**config.mk**
```make
export PLATFORM = sky130hd
export DESIGN_NAME = mac_seq
export DESIGN_NICKNAME = d
export VERILOG_FILES = /design/src/rtl/mac_pkg.sv /design/src/rtl/mult.sv /design/src/rtl/mac_seq.sv
export SDC_FILE = /design/constraint.sdc
export NUM_CORES = 1
export LEC_CHECK = 0
export ABC_AREA = 1
export CAP_MARGIN = 20
export CORE_MARGIN = 1
export CORE_UTILIZATION = 60
export CTS_CLUSTER_DIAMETER = 200
export DETAILED_ROUTE_END_ITERATION = 16
export GPL_TIMING_DRIVEN = 0
export PLACE_DENSITY_LB_ADDON = 0.25
export SYNTH_ARGS = -nofsm -noshare
export SYNTH_HDL_FRONTEND = slang
export SYNTH_SLANG_ARGS = --single-unit
```
**constraint.sdc**
```tcl
create_clock -name Clock -period 3.45 [get_ports Clock]
set_clock_uncertainty 0.1 [all_clocks]
set_input_delay 0.345 -clock Clock [delete_from_list [all_inputs] [get_ports Clock]]
set_output_delay 0.345 -clock Clock [all_outputs]
set_load 0.01 [all_outputs]
```
**src/rtl/mac_pkg.sv**
```systemverilog
// Shared types and saturation limits for the mac_seq multiply-accumulate stage.
package mac_pkg;

    typedef enum logic [1:0] {
        IDLE  = 2'd0,
        RUN   = 2'd1,
        DRAIN = 2'd2,
        DONE  = 2'd3
    } mac_state_t;

    function automatic longint sat_max(input int w);
        return (longint'(1) << (w - 1)) - longint'(1);
    endfunction

    function automatic longint sat_min(input int w);
        return -(longint'(1) << (w - 1));
    endfunction

endpackage

```
**src/rtl/mult.sv**
```systemverilog
// Pipelined multiplier primitive: low n bits of A*B, delayed by p register stages.
module mult #(
    parameter int n = 16,
    parameter int p = 1
) (
    input  logic         Clock,
    input  logic         nReset,
    input  logic [n-1:0] A,
    input  logic [n-1:0] B,
    output logic [n-1:0] P
);

    logic [n-1:0] w_prod;
    logic [n-1:0] r_pipe [p];

    // Low n bits are identical for signed and unsigned operands of width n.
    assign w_prod = A * B;

    always_ff @(posedge Clock or negedge nReset) begin
        if (!nReset) begin
            for (int i = 0; i < p; i++) r_pipe[i] <= '0;
        end else begin
            r_pipe[0] <= w_prod;
            for (int i = 1; i < p; i++) r_pipe[i] <= r_pipe[i-1];
        end
    end

    assign P = r_pipe[p-1];

endmodule

```
**src/rtl/mac_seq.sv**
```systemverilog
// Sequential signed multiply-accumulate: takes Len operand pairs over valid/ready,
// sums their products into a saturating accumulator and pulses Done at the end.
//
// state | meaning
// IDLE  | waiting for Start, Acc holds last result
// RUN   | accepting pairs while Rem != 0
// DRAIN | last product in flight to the accumulator
// DONE  | one-cycle Done pulse, final Acc valid
module mac_seq
    import mac_pkg::*;
#(
    parameter int N     = 8,
    parameter int ACC_W = 16,
    parameter int LEN_W = 4
) (
    input  logic                    Clock,
    input  logic                    Reset,
    input  logic                    Start,
    input  logic [LEN_W-1:0]        Len,
    input  logic                    InValid,
    output logic                    InReady,
    input  logic [N-1:0]            A,
    input  logic [N-1:0]            B,
    output logic signed [ACC_W-1:0] Acc,
    output logic                    Busy,
    output logic                    Done,
    output logic                    Ovf
);

    localparam logic signed [ACC_W-1:0] ACC_MAX = ACC_W'(sat_max(ACC_W));
    localparam logic signed [ACC_W-1:0] ACC_MIN = ACC_W'(sat_min(ACC_W));

    mac_state_t r_state;
    mac_state_t w_state_nxt;

    logic [LEN_W-1:0]        r_rem;
    logic                    r_pvld;
    logic                    r_ovf;
    logic signed [ACC_W-1:0] r_acc;

    logic                    w_start_ok;
    logic                    w_accept;
    logic [2*N-1:0]          w_a_ext;
    logic [2*N-1:0]          w_b_ext;
    logic [2*N-1:0]          w_prod;
    logic signed [ACC_W-1:0] w_prod_ext;
    logic signed [ACC_W:0]   w_sum;
    logic                    w_pos_ovf;
    logic                    w_neg_ovf;
    logic signed [ACC_W-1:0] w_acc_sat;

    assign w_start_ok = Start && ((r_state == IDLE) || (r_state == DONE));
    assign InReady    = (r_state == RUN) && (r_rem != '0);
    assign w_accept   = InValid && InReady;
    assign Busy       = (r_state == RUN) || (r_state == DRAIN);
    assign Done       = (r_state == DONE);
    assign Acc        = r_acc;
    assign Ovf        = r_ovf;

    // The multiplier registers every cycle; PVld marks which of its outputs belong to the run.
    assign w_a_ext = (2*N)'($signed(A));
    assign w_b_ext = (2*N)'($signed(B));

    mult #(
        .n (2*N),
        .p (1)
    ) mul0 (
        .Clock  (Clock),
        .nReset (~Reset),
        .A      (w_a_ext),
        .B      (w_b_ext),
        .P      (w_prod)
    );

    assign w_prod_ext = ACC_W'($signed(w_prod));
    assign w_sum      = (ACC_W+1)'(r_acc) + (ACC_W+1)'(w_prod_ext);
    assign w_pos_ovf  = ~w_sum[ACC_W] &  w_sum[ACC_W-1];
    assign w_neg_ovf  =  w_sum[ACC_W] & ~w_sum[ACC_W-1];
    assign w_acc_sat  = w_pos_ovf ? ACC_MAX :
                        w_neg_ovf ? ACC_MIN : w_sum[ACC_W-1:0];

    always_ff @(posedge Clock or posedge Reset) begin
        if (Reset) r_state <= IDLE;
        else       r_state <= w_state_nxt;
    end

    always_comb begin
        w_state_nxt = r_state;
        case (r_state)
            IDLE, DONE: begin
                if (w_start_ok)            w_state_nxt = (Len == '0) ? DONE : RUN;
                else if (r_state == DONE)  w_state_nxt = IDLE;
            end
            RUN: begin
                if (w_accept && (r_rem == LEN_W'(1))) w_state_nxt = DRAIN;
            end
            DRAIN:   w_state_nxt = DONE;
            default: w_state_nxt = IDLE;
        endcase
    end

    always_ff @(posedge Clock or posedge Reset) begin
        if (Reset) begin
            r_rem  <= '0;
            r_pvld <= 1'b0;
            r_ovf  <= 1'b0;
            r_acc  <= '0;
        end else if (w_start_ok) begin
            r_rem  <= Len;
            r_pvld <= 1'b0;
            r_ovf  <= 1'b0;
            r_acc  <= '0;
        end else begin
            r_pvld <= w_accept;
            if (w_accept) r_rem <= r_rem - LEN_W'(1);
            if (r_pvld) begin
                r_acc <= w_acc_sat;
                if (w_pos_ovf || w_neg_ovf) r_ovf <= 1'b1;
            end
        end
    end

endmodule

```
Word level (Yosys, flattened, before mapping)
Index checks and enable logic that the tools add are counted.
{"block": "classes", "add_sub_neg": 2, "n_mul": 1, "eq_ne": 6, "mux": 15, "n_bitwise": 4, "n_reduce_logical": 16}
{"operator": "16-bit 2-to-1 mux", "count": 4}
{"operator": "16-bit by 16-bit adder with 17-bit output", "count": 1}
{"operator": "8-bit by 8-bit multiplier with 16-bit output", "count": 1}
{"operator": "2-bit 2-to-1 mux", "count": 4}
{"operator": "4-bit 2-to-1 mux", "count": 2}
{"operator": "2-bit case mux with 3 select lines", "count": 1}
{"operator": "2-bit nonzero test", "count": 3}
{"operator": "2-bit == test (second input constant)", "count": 2}
{"operator": "4-bit by 1-bit == test with 1-bit output (second input constant)", "count": 1}
{"operator": "1-bit logical AND", "count": 4}
{"operator": "4-bit logical NOT", "count": 1}
{"operator": "1-bit 2-to-1 mux", "count": 4}
{"operator": "2-bit AND reduction", "count": 2}
{"operator": "4-bit nonzero test", "count": 1}
{"operator": "4-bit by 1-bit subtractor with 4-bit output (second input constant)", "count": 1}
{"operator": "1-bit logical OR", "count": 3}
{"operator": "3-bit != test (second input constant)", "count": 1}
{"operator": "1-bit AND", "count": 2}
{"operator": "2-bit by 1-bit == test with 1-bit output (second input constant)", "count": 1}
{"operator": "2-bit logical NOT", "count": 1}
{"operator": "2-bit by 1-bit != test with 1-bit output (second input constant)", "count": 1}
{"operator": "1-bit NOT", "count": 2}
{"operator": "2-bit OR reduction", "count": 1}
{"block": "totals", "reg_bits": 40, "output_inout_bits": 20, "elab_cells": 50}

Logic depth before layout (Yosys ltp)
Gate-level depths: netlist (run 1).
{"block": "depth", "word_depth": 7, "mapped_depth": 20, "mapped_depth_nobuf": 19}

Hierarchy
Synthesis (run 1) repeated with hierarchy kept, for this count alone.
{"block": "hier_totals", "hier_cells": 984, "area_unflattened_um2": 6952.9}
{"module": "mult", "instances": 1, "cells_per_inst": 644, "area_each_um2": 4740.8}
{"module": "mac_seq", "instances": 1, "cells_per_inst": 340, "area_each_um2": 2212.1}

Worst setup path before layout (run 1)
Ideal clock, no wire load.
{"block": "synth_timing", "path_kind": "input to register", "startpoint": "in A[0]", "endpoint": "reg mul0.r_pipe (netlist bit mul0.P[12])", "setup_ps": 79, "t_arrival_ps": 4052, "required_time_ps": 3271, "slack_ps": -781, "stages": 16, "path_cell_list": "clkbuf_1 -> or2_2 -> fa_1 -> fa_1 -> inv_1 -> fa_1 -> inv_1 -> fa_1 -> inv_1 -> ha_1 -> a21oi_1 -> o21ai_1 -> a21oi_2 -> nor2_1 -> nor2_1 -> xor2_1"}
{"block": "synth_between", "elab_chain_len": 1}
{"element": "start, declared", "line_no": "mac_seq.sv:22", "text": "input logic [N-1:0] A,"}
{"element": "8-bit by 8-bit multiplier with 16-bit output", "line_no": "mult.sv:17", "text": "assign w_prod = A * B;"}
{"element": "named net mul0.w_prod[12]", "line_no": "mult.sv:13", "text": "logic [n-1:0] w_prod;"}
{"element": "end, declared", "line_no": "mult.sv:14", "text": "logic [n-1:0] r_pipe [p];"}
The timed path passes the listed nets, and every way through them passes these cells.
A chain may end at the register's enable or synchronous reset.

Worst setup path in the final report (run 1)
{"block": "layout_timing", "startpoint": "in A[6]", "endpoint": "reg mul0.r_pipe (netlist bit mul0.P[12])"}
The elaborated chain is that of the path after synthesis.

==> impl_metrics.json, run 1 <==
{
  "peakVddDrop_mv": 0.3637,
  "drive_above_1_share_pct": 17.98,
  "drt_iter0_markers": 180,
  "vias_per_cell": 5.234,
  "insertion_delay_ns": 0.30,
  "ys_ff_latch": 40,
  "dieWidth_um": 95.69,
  "grt_setup_unrepaired": "yes",
  "gr-total-overflow": 0,
  "avgSynthCellArea_sq_um": 7.376,
  "yosys_warnings": 0,
  "slowest_stage": "fa_1",
  "drv_slew": 0,
  "clockRootBuffer": "clkbuf_8",
  "max_freq_mhz": 270.9,
  "p_leak_nw": 3.665,
  "syn_area_sq_um": 5266,
  "fin_crit_sh_pct": 107.0,
  "yosysSeqAreaShare_pct": 19.01,
  "portBuffers": 28,
  "worstPathRequired_ns": 3.57,
  "num-fill-cells": 580,
  "remaining_drc_errors": 0,
  "powerDensity_nw_per_um2": 855.3,
  "grt_pass1_wl_um": 19530,
  "cp_top_family": "adder cells",
  "drt_pre_antenna_iters": 5,
  "synth.area.top_cells": "fa_1 21%, dfrtp_1 19%, nand2_1 15%",
  "synthTopCellsByCount": "210 x nand2_1, 179 x inv_1, 56 x fa_1",
  "dieArea_sq_um": 9156,
  "hp-class": "input port to register",
  "start_kind": "input port",
  "maxSlewHeadroom_pct": 46.07,
  "clock-sinks": 40,
  "path_cells": "buf_12 > nand2_4 > inv_2 > fa_1 > inv_2 > fa_1 > inv_2 > fa_1 > inv_1 > fa_1 > inv_2 > ha_4 > a21oi_4 > o21ai_4 > a21oi_2 > nor2_1 > nor2_1 > xor2_1",
  "syn_to_final_growth_pct": 22.76,
  "fin_util_pct": 77.51,
  "cts-buffers-inserted": 5,
  "worstPathArrival_ns": 3.81,
  "synth_edf_count": 0,
  "max_stage_delay_ns": 0.53,
  "hpwl_um": 9405,
  "fin_setup_tns_ns": -1.277,
  "violations": "negative setup slack",
  "period_needed_ns": 3.692,
  "max_cap_violations": 0,
  "cp_max_fo": 8,
  "nets": 893,
  "rows": 33,
  "cts_buffer_depth": 2,
  "initial_core_util_pct": 63.14,
  "finalSetupViolCount": 7,
  "antenna_found_initial": 0,
  "place_congestion": 0.8867,
  "yosys.area.top_type_share_pct": 21.29,
  "diodes": 0,
  "seqCellArea_sq_um": 1001,
  "wl_um": 11950,
  "synthArstFlopShare_pct": 100.0,
  "grt_pass1_vias": 4482,
  "wl_per_cell_um": 13.78,
  "multi_input_area_sq_um": 3847,
  "antenna_left": 0,
  "num_vias": 4538,
  "synthFlopType": "dfrtp_1",
  "critPathBufInv": 6,
  "hold_viol_final": 0,
  "setup_slack_ns": -0.2421,
  "synth_cell_type_count": 35,
  "core-area_sq_um": 8341,
  "syn_inst": 714,
  "clk_pin_slew_worst_paths_ns": 0.08,
  "outcome": "finished, violations left",
  "die_h_um": 95.69,
  "synth_nets": 846,
  "track_usage_pct": 27.39,
  "cts_tree": "yes",
  "ios": 44,
  "critPathCaptureType": "register",
  "grt_max_degree": 41,
  "post-synth-top-count-cell": "nand2_1",
  "htree_num_levels": 2,
  "criticalPathCategory": "input port to register",
  "tightest_slew_ns": 0.8078,
  "yosys.area.top_type": "fa_1"
}
## power by group
group | switching (mW) | internal, mW
Sequential | 0.108 | 0.662
Combinational | 2.51 | 1.83
Clock | 0.175 | 0.237
## sequential cells by signal, summed over array words and instances (netlist names)
signal / cells
Acc: 16
Ovf: 1
mul0.P: 16
r_pvld: 1
r_rem: 4
r_state: 2
## timing repair
action                     in CTS  in global routing
hold buffers                    0                  0
buffers inserted                4                  8
setup endpoints to repair       9                  8
pin swaps                      20                 20
resized for setup              38                 32
## cells by family after synthesis
logic type / synth area share [%]
simple gates: 23.47
xor+xnor: 2.994
compound gates: 6.320
fa+ha+maj: 33.64
buf+inv: 14.56
flops: 19.01
## tightest hold or removal path, cell delays in order
cell,delay (ns)
clkbuf_16,0.13
nand2_1,0.07
inv_1,0.06
## stage by stage
step	setup slack [ns]	cell area [sq um]	hold slack [ns]	instances	total power, mW
final	-0.2421	6465	0.2379	867	5.529
after detailed placement	-1.065	6022	0.3820	847	4.518
after global placement	-0.9887	6022	0.3710	847	4.348
after floorplan	-0.3750	5610	0.3718	714	3.671
after CTS	-0.1645	6302	0.2258	859	5.188
after global routing	-0.4290	6465	0.2252	867	6.031
## layer usage
metal / GRT usage (%) / wire [um] / up-vias
li1: - / - / 2205
met1: 33.09 / 4872 / 2198
met2: 52.44 / 6515 / 120
met3: 1.914 / 390 / 15
met4: 6.716 / 169 / 0
met5: 0 / 0 / -
## final timing paths
kind | depth (start not counted) | start | slack, ns | to
worst max-delay path | 18 | A[6] | -0.24 | mul0.P[12]
worst min-delay path | 3 | B[0] | 0.24 | mul0.P[0]
worst max register to register | 17 | Acc[0] | 0.34 | Acc[11]
worst min register to register | 2 | Ovf | 0.40 | Ovf
max in group asynchronous | 2 | Reset | 2.31 | Acc[15]
min in group asynchronous | 2 | Reset | 0.43 | r_pvld
## area by class of cell
type	count	area share, %
tap	105	2.032
timing repair buffer	40	5.748
sequential	40	15.48
clock buffer	6	1.277
multi-input combinational	472	59.51
buffer	17	4.413
inverter	185	10.93
clock inverter	2	0.6000
## cell usage in the layout, fill, tap and decap left out, types with 5 or more instances in the layout
cell,instances
nand3_1,26
inv_1,153
clkdlybuf4s50_1,27
ha_4,10
nor2_1,18
o21ai_1,6
nand2_2,12
fa_1,52
clkbuf_8,12
buf_4,12
dfrtp_1,40
inv_2,25
o21ai_0,12
ha_1,42
inv_4,5
clkbuf_16,5
nor2_2,7
nand3_2,8
nor3_1,5
nand2_4,7
nand2_1,195
a21oi_1,14
xor2_1,10
xnor2_1,6
Power figures use the tool's default switching activity.
==> run 2: changes to the inputs <==
--- a/config.mk
+++ b/config.mk
@@ -13,6 +13,8 @@
 export DETAILED_ROUTE_END_ITERATION = 16
 export GPL_TIMING_DRIVEN = 0
 export PLACE_DENSITY_LB_ADDON = 0.25
+export REMOVE_ABC_BUFFERS = 1
+export SLEW_MARGIN = 30
 export SYNTH_ARGS = -nofsm -noshare
 export SYNTH_HDL_FRONTEND = slang
 export SYNTH_SLANG_ARGS = --single-unit
==> run 2 against run 1 <==
Against the previous run: the run still ends with negative setup slack left; count of clock-buffer cells in the layout did not move; global-route usage is 1.6 points higher; wire length rose by 23%; total power increased by 6.5%; critical endpoint is now mul0.P[14]; largest power group unchanged; highest routed layer unchanged.
==> impl_metrics.json, run 2 (same netlist as run 1, synthesis figures left out) <==
{
  "outcome": "finished, violations left",
  "violations": "negative setup slack",
  "ios": 44,
  "start_kind": "input port",
  "wl_per_cell_um": 16.73,
  "max_cap_violations": 0,
  "drive_above_1_share_pct": 22.08,
  "cts_tree": "yes",
  "grt_pass1_vias": 4575,
  "hp-class": "input port to register",
  "final_cell_mix": "190 x nand2_1, 143 x inv_1, 50 x fa_1",
  "hold_viol_final": 0,
  "max_freq_mhz": 262.3,
  "fin_area_sq_um": 6529,
  "holdPathEnd": "mul0.P[0]",
  "drt_pre_antenna_iters": 5,
  "clk_pin_slew_worst_paths_ns": 0.08,
  "critPathCaptureType": "register",
  "place_area_sq_um": 5783,
  "criticalPathCategory": "input port to register",
  "hpwl_um": 9269,
  "die_h_um": 95.69,
  "dieWidth_um": 95.69,
  "diodes": 0,
  "syn_to_final_growth_pct": 23.97,
  "hold-worst-slack_ns": 0.1946,
  "core-area_sq_um": 8341,
  "final_common_cell": "nand2_1",
  "dieArea_sq_um": 9156,
  "remaining_drc_errors": 0,
  "place_congestion": 0.8936,
  "period_needed_ns": 3.812,
  "clock-sinks": 40,
  "maxSlewHeadroom_pct": 56.01,
  "portBuffers": 43,
  "rrSetupSlack_ns": 0.33,
  "min_from": "B[0]",
  "seqCellArea_sq_um": 1001,
  "peakVddDrop_mv": 0.3725,
  "clockRootBuffer": "clkbuf_8",
  "tightest_slew_ns": 0.6592,
  "drt_iter0_markers": 311,
  "grt_max_degree": 25,
  "antenna_found_initial": 0,
  "antenna_left": 0,
  "drv_slew": 0,
  "track_usage_pct": 28.96,
  "worst_r2r_endpoint": "Acc[13]",
  "setup_slack_ns": -0.3624,
  "num_vias": 4871,
  "initial_core_util_pct": 63.14,
  "worstPathArrival_ns": 3.90,
  "rr_startpoint": "Acc[0]",
  "fin_setup_tns_ns": -1.878,
  "cts_buffer_depth": 2,
  "nets": 901,
  "grt_pass1_wl_um": 20520,
  "gr-total-overflow": 0,
  "rr_worst_depth": 17,
  "rows": 33,
  "htree_num_levels": 2,
  "hold_depth": 3,
  "powerDensity_nw_per_um2": 902.2,
  "insertion_delay_ns": 0.30,
  "multi_input_area_sq_um": 3884,
  "finalPower_mw": 5.890,
  "vias_per_cell": 5.567,
  "num-fill-cells": 551,
  "fin_crit_sh_pct": 110.5,
  "finalSetupViolCount": 8,
  "cp_max_fo": 8,
  "wl_um": 14640,
  "cts-buffers-inserted": 5,
  "worstPathRequired_ns": 3.54,
  "p_leak_nw": 3.649,
  "grt_setup_unrepaired": "yes"
}
-- run 2: layout make-up --
| cell class | instances | share of cell area, % |
|---|---|---|
| Clock inverter | 2 | 0.2300 |
| Timing Repair Buffer | 65 | 10.85 |
| Inverter | 185 | 10.83 |
| Multi-Input combinational cell | 472 | 59.49 |
| Clock buffer | 6 | 1.265 |
| Sequential cell | 40 | 15.33 |
| Tap cell | 105 | 2.012 |
-- run 2: layer usage --
layer	global-route usage [%]	share of wire [%]
met5	0	0
met4	10.70	5.3
met3	2.313	5.2
met2	53.69	52
met1	34.80	38
-- run 2: worst max path at each step --
stage,start,to,cells after the start
floorplan,B[7],mul0.P[12],16
global placement,B[7],mul0.P[12],17
detailed placement,B[2],mul0.P[15],17
CTS,A[5],mul0.P[12],18
global route,A[5],mul0.P[14],18
finish,B[6],mul0.P[14],15
-- run 2: critical path: stages --
cell and delay, ns:
buf_4 0.15, nand2_1 0.11, inv_1 0.08, fa_1 0.52, inv_1 0.06, fa_1 0.53, fa_1 0.44, fa_1 0.54
inv_1 0.08, ha_4 0.27, inv_2 0.14, o21ai_0 0.11, a31oi_1 0.26, nand3_2 0.11, xor2_1 0.16
-- run 2: through the flow --
step,worst slack (ns),std cells,utilization (%)
2_1_floorplan,-0.6752,697,-
3_3_place_gp,-1.424,845,69.01
3_5_place_dp,-1.515,846,69.34
4_1_cts,-0.1632,869,75.22
5_1_grt,-0.4422,875,78.28
6_report,-0.3624,875,78.28
-- run 2: repair_timing --
item / in CTS / in global routing
gates resized for setup: 178 / 64
endpoints found under the hold margin: 0 / 0
setup buffers: 15 / 6
hold buffers: 0 / 0
pin swaps: 51 / 38
setup endpoints to repair: 11 / 9
-- run 2: power by group --
group	internal (mW)	total [mW]	switching (mW)	leakage, nW
clock network	0.162	0.346	0.184	0.0434
registers	0.662	0.765	0.103	0.509
logic	2.01	4.78	2.77	3.10
==> run 3: changes to the inputs <==
--- a/config.mk
+++ b/config.mk
@@ -11,6 +11,7 @@
 export CORE_UTILIZATION = 60
 export CTS_CLUSTER_DIAMETER = 200
 export DETAILED_ROUTE_END_ITERATION = 16
+export GPL_ROUTABILITY_DRIVEN = 0
 export GPL_TIMING_DRIVEN = 0
 export PLACE_DENSITY_LB_ADDON = 0.25
 export REMOVE_ABC_BUFFERS = 1
==> run 3 against run 2 <==
Against the previous run: the run still ends with negative setup slack left; worst hold slack got worse by 0.024 ns; total power decreased by 2.1%; sequential power about the same; count of clock-buffer cells in the layout unchanged; cell count increased by 0.23%; setup slack improved by 0.043 ns.
==> impl_metrics.json, run 3 (same netlist as run 1, synthesis figures left out) <==
{
  "outcome": "finished, violations left",
  "violations": "negative setup slack",
  "period_needed_ns": 3.769,
  "vias_per_cell": 5.445,
  "wl_per_cell_um": 15.53,
  "nets": 903,
  "worstPathRequired_ns": 3.54,
  "drt_pre_antenna_iters": 5,
  "die_h_um": 95.69,
  "initial_core_util_pct": 63.14,
  "setup_slack_ns": -0.3192,
  "criticalPathCategory": "input port to register",
  "tightest_slew_ns": 0.6608,
  "ios": 44,
  "finalSetupViolCount": 8,
  "clockRootBuffer": "clkbuf_8",
  "portBuffers": 43,
  "clockPowerShare_pct": 6.0,
  "peakVddDrop_mv": 0.3867,
  "clock-sinks": 40,
  "cts_buffer_depth": 2,
  "hpwl_um": 9057,
  "diodes": 0,
  "start_kind": "input port",
  "hold_viol_final": 0,
  "intPower_mw": 2.794,
  "min_from": "A[0]",
  "num_vias": 4775,
  "num-fill-cells": 533,
  "grt_pass1_wl_um": 21110,
  "cts_tree": "yes",
  "syn_to_final_growth_pct": 23.02,
  "grt_pass1_vias": 4847,
  "worstPathArrival_ns": 3.85,
  "fin_area_sq_um": 6479,
  "drv_slew": 0,
  "gr-total-overflow": 0,
  "seqCellArea_sq_um": 1001,
  "rows": 33,
  "insertion_delay_ns": 0.31,
  "max_stage_delay_ns": 0.55,
  "drive_above_1_share_pct": 19.82,
  "p_leak_nw": 3.662,
  "finalPower_mw": 5.768,
  "dieArea_sq_um": 9156,
  "fin_crit_sh_pct": 109.3,
  "fin_util_pct": 77.68,
  "switchingPower_mw": 2.974,
  "seqPwrFrac_pct": 13.3,
  "critPathCaptureType": "register",
  "slowest_stage": "fa_1",
  "final_common_cell": "nand2_1",
  "remaining_drc_errors": 0,
  "max_cap_violations": 0,
  "wl_um": 13620,
  "maxSlewHeadroom_pct": 55.90,
  "grt_setup_unrepaired": "yes",
  "multi_input_area_sq_um": 3849,
  "track_usage_pct": 29.77,
  "powerDensity_nw_per_um2": 890.4,
  "p_comb_share_pct": 80.7,
  "cp_top_family": "adder cells",
  "clk_pin_slew_worst_paths_ns": 0.08,
  "dieWidth_um": 95.69,
  "hp-class": "input port to register",
  "cts-buffers-inserted": 5,
  "p_sw_share_pct": 51.57,
  "critPathBufInv": 7,
  "cp_max_fo": 8,
  "path_cells": "buf_12 > nand2_8 > inv_4 > fa_1 > inv_2 > fa_1 > inv_2 > fa_1 > inv_2 > fa_1 > inv_2 > ha_4 > a21oi_4 > o21ai_4 > buf_4 > nand2_1 > nand3_1 > xor2_1",
  "rr_startpoint": "Acc[0]",
  "max_freq_mhz": 265.3,
  "antenna_left": 0,
  "core-area_sq_um": 8341,
  "startpoint": "A[7]",
  "drt_iter0_markers": 341,
  "grt_max_degree": 32,
  "place_area_sq_um": 5776,
  "htree_num_levels": 2,
  "final_cell_mix": "194 x nand2_1, 153 x inv_1, 51 x fa_1",
  "antenna_found_initial": 0
}
[run 3: power groups by stage]
stage,logic [mW],clock network [mW],registers [mW]
6_report,4.65,0.346,0.768
5_1_grt,5.08,0.363,0.790
4_1_cts,4.06,0.341,0.767
3_5_place_dp,3.28,0,0.777
3_3_place_gp,3.13,0,0.770
2_1_floorplan,2.47,0,0.768
[run 3: worst reg2reg max path, stage by stage (launching register included)]
cell	delay, ns
dfrtp_1	0.40
ha_1	0.25
fa_1	0.44
nand3_1	0.12
nand3_2	0.10
nand2_1	0.09
nand3_2	0.10
nand3_1	0.11
nand2_1	0.06
nand2_1	0.08
nand2_1	0.09
inv_1	0.07
ha_1	0.32
clkinvlp_4	0.30
nand3_1	0.18
nand2_1	0.06
nand2_1	0.06
nand2_1	0.06
[run 3: path summary, 6_finish.rpt]
path                            slack, ns  depth (start not counted)          to
worst max register to register       0.37                         17     Acc[11]
worst max-delay path                -0.32                         18  mul0.P[14]
worst min-delay path                 0.17                          3   mul0.P[0]
worst min register to register       0.40                          2         Ovf
min in group asynchronous            0.18                          2    r_rem[2]
max in group asynchronous            2.63                          3  mul0.P[12]
[run 3: what timing repair did]
item | CTS | global route
endpoints found under the hold margin | 0 | 0
buffers inserted | 16 | 8
endpoints found under the setup margin | 11 | 11
pin swaps | 65 | 14
gates resized for setup | 182 | 34
hold buffers | 0 | 0
[run 3: area by class of cell]
class,instances,share of cell area (%)
timing repair buffer,67,10.60
inverter,185,11.01
clock inverter,2,0.2317
multi-input combinational,472,59.41
clock buffer,6,1.275
sequential,40,15.45
tap,105,2.028
[run 3: stage by stage]
step	setup slack, ns	cells	TNS (ns)	hold WS, ns
after floorplan	-0.6752	697	-4.459	0.3447
after global placement	-1.423	845	-11.95	0.3732
after detailed placement	-1.462	846	-12.68	0.3824
after CTS	-0.1574	870	-0.6006	0.1703
after global routing	-0.4345	877	-2.714	0.1843
final	-0.3192	877	-1.875	0.1706
[run 3: metal layers]
layer	GRT usage (%)	routed length, um
met5	0	0
met4	14.68	627
met3	3.190	626
met2	55.12	6995
met1	33.79	5370
==> variant, RTL diff (config.mk and constraints of run 3) <==
Re-encode `mac_state_t` (4 states) as Gray code, 2 bits wide.
--- a/src/rtl/mac_pkg.sv
+++ b/src/rtl/mac_pkg.sv
@@ -3,8 +3,8 @@
 
     typedef enum logic [1:0] {
-        IDLE  = 2'd0,
-        RUN   = 2'd1,
-        DRAIN = 2'd2,
-        DONE  = 2'd3
+        IDLE  = 2'b00,
+        RUN   = 2'b01,
+        DRAIN = 2'b11,
+        DONE  = 2'b10
     } mac_state_t;
 
Check against the original RTL: no difference found for any inputs over 10 cycles, from zero or initial values and one cycle with Reset high; not proved beyond that.
==> variant against run 3 <==
  * The run still ends with negative setup slack left
  * Final cell count fell by 1.1%
  * Synthesized area fell by 1.3%
  * Setup slack worse by 0.017 ns
  * Core utilization is essentially flat
  * Count of clock-buffer cells in the layout fell by 1
  * Global-route usage hardly changed
  * Cell area decreased by 0.50%
  * Sequential cell count did not move
  * Total power up 15%
  * Non-clock buffer count decreased by 5
  * Routed wire length decreased by 0.83%
  * Highest routed layer unchanged
==> variant: results (changes against run 3) <==
- Outcome: finished with violations (unchanged).
- Failing checks: negative setup slack (unchanged).
- The net switching power is 3.45 mW (was 2.97 mW).
- The largest driver fanout on the critical path came to 8 (unchanged).
- The setup violation total in the final timing report is 8 (unchanged).
- The global-route usage over all layers is 29.8% (about the same).
- The internal power summed over all cells is 3.18 mW (was 2.79 mW).
- The pin count of the biggest net entering global routing is 23 (was 32).
- The number of warnings reported in the yosys synthesis log is 0 (unchanged).
- Cell types with the largest area share after synthesis: fa_1 22%, dfrtp_1 19%, nand2_1 15% (was fa_1 21%, dfrtp_1 19%, nand2_1 15%).
- Top post-synthesis cells by count: 210 x nand2_1, 181 x inv_1, 56 x fa_1 (was 210 x nand2_1, 179 x inv_1, 56 x fa_1).
- The fraction of layout instances using a drive strength above 1 is 19.2% (was 19.8%).
- The setup TNS is -1.55 ns (was -1.87 ns).
- The via density per instance is 5.44 (about the same).
- The total cell area at the placement stage came to 0.00571 mm^2 (was 0.00578 mm^2).
- The post-layout worst setup margin is -0.336 ns (was -0.319 ns).
- The DRC violation total after the first TritonRoute iteration is 251 (was 341).
- For the worst-skew pair, the clock arrives at the later sink with an insertion delay of 0.30 ns.
- The number of global-route vias before repair is 4690 (was 4847).
- The class of the worst hold path is input pin to register (unchanged).
- The number of buffers between clock root and the deepest sink is 2 (unchanged).
- The maximum VDD drop is 0.425 mV (was 0.387 mV).
- The detailed placer's ending HPWL was 9070 um (was 9060 um).
- The number of buffers inserted by post-CTS setup repair is 13 (was 16).
- The transition time at the pin with the least slew margin is 0.532 ns (was 0.661 ns).
- The sequential fraction of the synthesis area is 19.3% (was 19.0%).
- The wire length of the first global-routing pass is 20800 um (was 21100 um).
- The setup slack of the worst register-to-register path is 0.31 ns (was 0.37 ns).
- The count of placed standard cells in the final layout, fillers left out was 867 (was 877).
- The number of placed instances, taps included was 841 (was 846).
- The average footprint of a synthesized cell is 7.32 um^2 (was 7.38 um^2).
- The layout net count was 890 (was 903).
- The CTS root buffer is clkbuf_8 (unchanged).
- The sequential share of power is 12.9% (was 13.3%).
- The average routed wire per standard cell is 15.6 um (was 15.5 um).
- The largest incremental delay on the critical path is 0.61 ns (was 0.55 ns).
- The clock group share of total power is 6.1%.
- The worst hold-check slack is 0.185 ns (was 0.171 ns).
- The number of gates resized after cts is 185 (was 182).
- The distinct cell type count after synthesis came to 36 (was 35).
- The leakage component of the power is 3.63 nW (was 3.66 nW).
- The hold-critical path depth is 3 (unchanged).
- The critical path arrival came to 3.88 ns (was 3.85 ns).
## variant: cell types whose count changed after synthesis, moves of 2 or more
cell / delta
nor2_2: -5
inv_2: -2
o21ai_1: -2
ha_1: -3
nor2_1: +7
inv_1: +2
nand2_2: -3
## variant: worst min-delay path, stage by stage
cell and delay (ns):
buf_6 0.12, nand2_1 0.06, inv_1 0.03
## variant: cell families (layout without fill, tap and decap cells)
group                    after synthesis  count (layout)  share of synthesized area, %
AO/OA/AOI/OAI                         51              51                          5.78
XOR/XNOR                              18              18                          3.03
adder cells (fa/ha/maj)              105             105                          33.4
buffers and inverters                203             255                          14.9
flip-flops                            40              40                          19.3
AND/OR/NAND/NOR                      293             293                          23.7
## variant: per-stage QoR
step	utilization [%]	setup WS [ns]
6_report	77.7	-0.336
5_1_grt	77.7	-0.477
3_5_place_dp	68.8	-1.47
3_3_place_gp	68.5	-1.44
4_1_cts	75.1	-0.136
2_1_floorplan	-	-0.693
## variant: cell type report
cell class	instances	area, um^2
clock buffers	5	68.8
well taps	105	131
clock inverters	3	46.3
multi-input cells	467	3800
fillers	528	1850
inverters	185	712
flip-flops and latches	40	1000
repair buffers	62	682
## variant: worst paths after layout
kind	startpoint	endpoint
setup reg to reg	Acc[0]	Acc[11]
min in group asynchronous	Reset	Acc[1]
max in group asynchronous	Reset	mul0.P[15]
setup / recovery	A[2]	mul0.P[15]
hold / removal	B[0]	mul0.P[0]
hold reg to reg	Acc[9]	Acc[9]
## variant: routing by layer
| layer | GRT usage, % | part of all wire (%) | vias up |
|---|---|---|---|
| met2 | 55.1 | 52 | 204 |
| li1 | - | - | 2214 |
| met5 | 0 | 0 | - |
| met3 | 2.63 | 4.3 | 60 |
| met4 | 14.4 | 4.5 | 0 |
| met1 | 34.3 | 39 | 2239 |
